## src/rtl/ysyx_24100005_fetch_ctrl.sv

```systemverilog
// Multi-cycle fetch/execute sequencer for the NPC core.
// Fetches one instruction at a time over a valid/ready memory interface,
// latches it for decode and pulses exec_valid for one cycle to commit it.
// Stops for good on ebreak (halted) or on a memory error/timeout (fault).
module ysyx_24100005_fetch_ctrl #(
    parameter int unsigned TIMEOUT  = 255,
    parameter int unsigned TO_W     = 8,
    parameter logic [31:0] NOP_INST = 32'h0000_0013
) (
    input  logic        clk,
    input  logic        rst_n,
    input  logic        run_i,
    input  logic [31:0] pc_i,
    output logic        imem_req_valid_o,
    output logic [31:0] imem_req_addr_o,
    input  logic        imem_req_ready_i,
    input  logic        imem_rsp_valid_i,
    input  logic [31:0] imem_rsp_data_i,
    input  logic        imem_rsp_err_i,
    output logic        imem_rsp_ready_o,
    output logic [31:0] inst_o,
    output logic        exec_valid_o,
    output logic        halted_o,
    output logic        fault_o,
    output logic [31:0] inst_cnt_o
);

    localparam logic [31:0]     EBREAK      = 32'h0010_0073;
    localparam logic [TO_W-1:0] TIMEOUT_CNT = TO_W'(TIMEOUT);

    typedef enum logic [2:0] {
        S_IDLE,
        S_REQ,
        S_WAIT,
        S_EXEC,
        S_HALT,
        S_FAULT
    } state_e;

    state_e          state_q;
    logic            req_valid_q;
    logic [31:0]     req_addr_q;
    logic            rsp_ready_q;
    logic [31:0]     inst_q;
    logic            exec_valid_q;
    logic            halted_q;
    logic            fault_q;
    logic [31:0]     inst_cnt_q;
    logic [TO_W-1:0] to_cnt_q;

    logic [TO_W-1:0] to_cnt_d;
    logic            timeout_hit;

    // Next value of the REQ+WAIT cycle counter and whether this cycle is the last allowed one.
    always_comb begin
        // NOTE: every always_comb output gets a value on every path; a missing default infers a latch.
        to_cnt_d    = to_cnt_q + TO_W'(1);
        timeout_hit = (to_cnt_d == TIMEOUT_CNT);
    end

    // Sequencer state and all of its registered (Moore) outputs.
    always_ff @(posedge clk or negedge rst_n) begin
        if (!rst_n) begin
            state_q      <= S_IDLE;
            req_valid_q  <= 1'b0;
            req_addr_q   <= 32'h0;
            rsp_ready_q  <= 1'b0;
            inst_q       <= NOP_INST;
            exec_valid_q <= 1'b0;
            halted_q     <= 1'b0;
            fault_q      <= 1'b0;
            inst_cnt_q   <= 32'h0;
            to_cnt_q     <= '0;
        end else begin
            // NOTE: sequential state uses <= so every register samples pre-edge values regardless of statement order.
            exec_valid_q <= 1'b0;
            unique case (state_q)
                S_IDLE: begin
                    if (run_i) begin
                        state_q     <= S_REQ;
                        req_valid_q <= 1'b1;
                        req_addr_q  <= pc_i;
                        to_cnt_q    <= '0;
                    end
                end
                S_REQ: begin
                    // Handshake beats the timeout; the counter saturates so WAIT can still time out.
                    if (imem_req_ready_i) begin
                        state_q     <= S_WAIT;
                        req_valid_q <= 1'b0;
                        rsp_ready_q <= 1'b1;
                        if (!timeout_hit) to_cnt_q <= to_cnt_d;
                    end else if (timeout_hit) begin
                        state_q     <= S_FAULT;
                        req_valid_q <= 1'b0;
                        fault_q     <= 1'b1;
                    end else begin
                        to_cnt_q <= to_cnt_d;
                    end
                end
                S_WAIT: begin
                    if (imem_rsp_valid_i) begin
                        rsp_ready_q <= 1'b0;
                        if (imem_rsp_err_i) begin
                            state_q <= S_FAULT;
                            fault_q <= 1'b1;
                        end else begin
                            state_q      <= S_EXEC;
                            inst_q       <= imem_rsp_data_i;
                            exec_valid_q <= 1'b1;
                        end
                    end else if (timeout_hit) begin
                        state_q     <= S_FAULT;
                        rsp_ready_q <= 1'b0;
                        fault_q     <= 1'b1;
                    end else begin
                        to_cnt_q <= to_cnt_d;
                    end
                end
                S_EXEC: begin
                    inst_cnt_q <= inst_cnt_q + 32'd1;
                    if (inst_q == EBREAK) begin
                        state_q  <= S_HALT;
                        halted_q <= 1'b1;
                    end else if (run_i) begin
                        state_q     <= S_REQ;
                        req_valid_q <= 1'b1;
                        req_addr_q  <= pc_i;
                        to_cnt_q    <= '0;
                    end else begin
                        state_q <= S_IDLE;
                    end
                end
                S_HALT, S_FAULT: begin
                    state_q <= state_q;
                end
                default: begin
                    state_q <= S_IDLE;
                end
            endcase
        end
    end

    assign imem_req_valid_o = req_valid_q;
    assign imem_req_addr_o  = req_addr_q;
    assign imem_rsp_ready_o = rsp_ready_q;
    assign inst_o           = inst_q;
    assign exec_valid_o     = exec_valid_q;
    assign halted_o         = halted_q;
    assign fault_o          = fault_q;
    assign inst_cnt_o       = inst_cnt_q;

endmodule

```

## config.mk

```make
export PLATFORM = sky130hd
export DESIGN_NAME = ysyx_24100005_fetch_ctrl
export DESIGN_NICKNAME = d
export VERILOG_FILES = /design/src/rtl/ysyx_24100005_fetch_ctrl.sv
export SDC_FILE = /design/constraint.sdc
export NUM_CORES = 1
export LEC_CHECK = 0
export CORE_MARGIN = 3
export CORE_UTILIZATION = 45
export DETAILED_ROUTE_END_ITERATION = 16
export HOLD_SLACK_MARGIN = 0.12
export PLACE_DENSITY = 0.8
export RECOVER_POWER = 25
export SLEW_MARGIN = 20
export SYNTH_ARGS = -nofsm -noshare
export SYNTH_HDL_FRONTEND = slang
export SYNTH_SLANG_ARGS = --single-unit
```

## constraint.sdc

```tcl
create_clock -name clk -period 2.4 [get_ports clk]
set_input_delay 0.48 -clock clk [delete_from_list [all_inputs] [get_ports clk]]
set_output_delay 0.48 -clock clk [all_outputs]
set_load 0.02 [all_outputs]
```

==> results.cfg <==
[status]
outcome = finished clean

[power]
p_per_area_nw_per_um2 = 1070
leakage_nw = 3.22
peakVddDrop_uv = 598

[global_route]
antenna_found_initial = 0
grt_pass1_wl_um = 20100
busiest_layer = met2
gr-total-overflow = 0
groute.layer.met3.usage = 0.0584
grt_util_met1 = 0.255
first_global_vias = 4025
grtUsageMet2 = 0.325
grtUsageTotal = 0.197
grt_max_degree = 47

[critical_path]
rr_startpoint = inst_o[9]
r2r_slack_ns = 0.28
critical_path.endpoint_type = flop
r2r_end = imem_req_addr_o[29]
start_kind = flop
cp_common_cell = nor2_1
worstSetupPathType = reg -> reg
crit_fanout = 33
required_ns = 2.64
critPathMaxStageDelay_ns = 0.41
worstPathArrival_ns = 2.36
rr_worst_depth = 7
slowest_stage = dfrtp_1
crit_chain = nor4_1 -> nand4_1 -> nor2_1 -> nor2_1 -> o21a_2 -> buf_12 -> mux2_4

[synth]
synth-edff-count = 0
netlist-cell-type-count = 56
ys_warn_count = 0
synth.avg_cell_area_um2 = 11.2
post_synth_fa_ha_maj_area_fraction = 0.00754
synth_fp_nets = 516
synthMuxAreaShare = 0.0986
synth-seq-cells = 112
synthCells = 443
synth_compound_area_frac = 0.0470
async_flop_share = 1.00
synth_xor_area_frac = 0.0596
synth-seq-area-share = 0.564
syn_area_um2 = 4980
yosys.area_share.simple = 0.199
ys.flop_type = dfrtp_1
synth_top_family_by_area = simple AND/OR/NAND/NOR gates

[drt]
totalWireLength_um = 11900
drc = 0
ant_nets = 0
wl_per_cell_um = 15.7
drt_iter0_markers = 229
via_per_inst = 5.11
firstDrtPassIters = 4
vias = 3878

[sta]
relSlewSlack = 0.258
timing.setup.tns_ns = 0
finalHoldViolCount = 0
setup_viol = 0
holdWs_ns = 0.479
rsz0062_at_grt = no
finClkSkew_ns = 0.0252
worstMarginPinSlew_ns = 1.11
fin_crit_sh = 0.881
finalCriticalPeriod_ns = 2.12
clock.fmax_ghz = 0.473
maxSlewViolCount = 0

[floorplanning]
pin_count = 171
rows = 37
die_x_um = 111
start_util = 0.471
die_area_um2 = 12400
chipHeight_um = 111
coreArea_um2 = 10600

[cells_and_area]
final_common_cell = clkdlybuf4s50_1
final_cell_mix = clkdlybuf4s50_1, nand2_1, dfrtp_1
nets = 691
syn2layout_area_growth_pct = 42.0
n_antenna_cell = 0
drive_gt1_frac = 0.120

[placed_design]
gp_congestion = 0.812
io_buffers = 170
dp_hpwl_um = 9010

[worst_hold_path]
whs_path_depth = 2
hold-path-endpoint = inst_o[0]
min_path_type = reg -> reg
min_from = inst_o[0]

[clocking]
numCtsBuffers = 9
clk_pin_slew_worst_paths_ns = 0.11
ctsResizeCount = 0
clkLatencyLatePin_ns = 0.37
cts_sinks = 112
cts_setup_buffers = 0
hold_buffers = 1
htree_levels = 3
cts_tree = yes
cts_buffer_depth = 2
cts_root_buf = clkbuf_8

[flow_run]
drv_cap = 0
## per-layer routing
layer  share of wire  up-vias
met5               0        -
met4           0.015        0
met3           0.081       17
met2            0.48      162
met1            0.43     1855
li1                -     1844
## worst max-delay path: cells and delay by family, from the launching register on
kind	cells	cell delay (ns)
mux	1	0.32
flops	1	0.41
simple gates	4	0.82
buf+inv	1	0.19
compound gates	1	0.23
## flip-flops by register name, indices dropped and copies added (netlist names)
register / flops
imem_req_addr_o: 32
inst_cnt_o: 32
inst_o: 32
to_cnt_q: 8
state_q: 3
exec_valid_o: 1
fault_o: 1
halted_o: 1
imem_req_valid_o: 1
imem_rsp_ready_o: 1
## through the flow
| step | instance area (µm²) | util | std cells | worst slack (ns) | power (mW) |
|---|---|---|---|---|---|
| 3_3_place_gp | 6860 | 0.650 | 742 | 0.242 | 6.42 |
| 3_5_place_dp | 6860 | 0.650 | 742 | 0.148 | 6.51 |
| 4_1_cts | 7070 | 0.670 | 759 | 0.273 | 7.63 |
| 6_report | 7070 | 0.670 | 759 | 0.285 | 7.57 |
| 5_1_grt | 7070 | 0.670 | 759 | 0.0734 | 8.01 |
| 2_1_floorplan | 4980 | - | 443 | 0.402 | 4.95 |
## area by class of cell
type,instances,area [µm²]
clock inverters,5,45.0
well taps,136,170
multi-input cells,309,2050
clock buffers,11,151
flip-flops and latches,112,2810
repair buffers,179,1820
inverters,7,26.3
fillers,856,3490
## cell families (layout without fill, tap and decap cells)
| kind of cell | count (synthesis) | in the layout |
|---|---|---|
| xor+xnor | 33 | 33 |
| flops | 112 | 112 |
| compound gates | 33 | 33 |
| mux | 34 | 34 |
| fa+ha+maj | 3 | 3 |
| buf+inv | 22 | 202 |
| simple gates | 206 | 206 |
## how the worst max path moves through the flow
stage                                     end  cells past startpoint  slack [ns]         from
after floorplan           imem_req_addr_o[10]                      8        0.40    inst_o[4]
after global placement            to_cnt_q[5]                      6        0.24        run_i
after detailed placement          to_cnt_q[4]                      6        0.15        run_i
after CTS                    imem_rsp_ready_o                      7        0.27  to_cnt_q[1]
after global routing      imem_req_addr_o[29]                      7        0.07    inst_o[9]
final                     imem_req_addr_o[29]                      7        0.28    inst_o[9]
## where the power goes
part | switching, mW | internal (mW) | total (mW)
Sequential | 0.475 | 2.49 | 2.97
Combinational | 1.65 | 1.85 | 3.49
Clock | 0.656 | 0.454 | 1.11
## synth_stat cells, drive strengths merged (2+ instances only)
cell type	number	area [µm²]
or2	3	18.8
nand2	118	448
buf	10	73.8
a21oi	6	30.0
o31ai	4	30.0
and3	7	43.8
dfstp	3	78.8
nor2	23	86.3
xnor2	20	175
and4	3	26.3
nor2b	3	18.8
a211oi	2	25.0
nor4	6	52.6
nor3	5	41.3
clkbuf	5	18.8
nand3	15	75.1
ha	3	37.5
nand4	9	68.8
mux2	33	480
and3b	2	17.5
xor2	13	121
a221o	2	20.0
nand2b	3	18.8
o21ai	10	50.0
dfrtp	109	2730
inv	6	22.5
nand3b	2	15.0
or3	2	12.5
(Power assumes the default switching activity.)
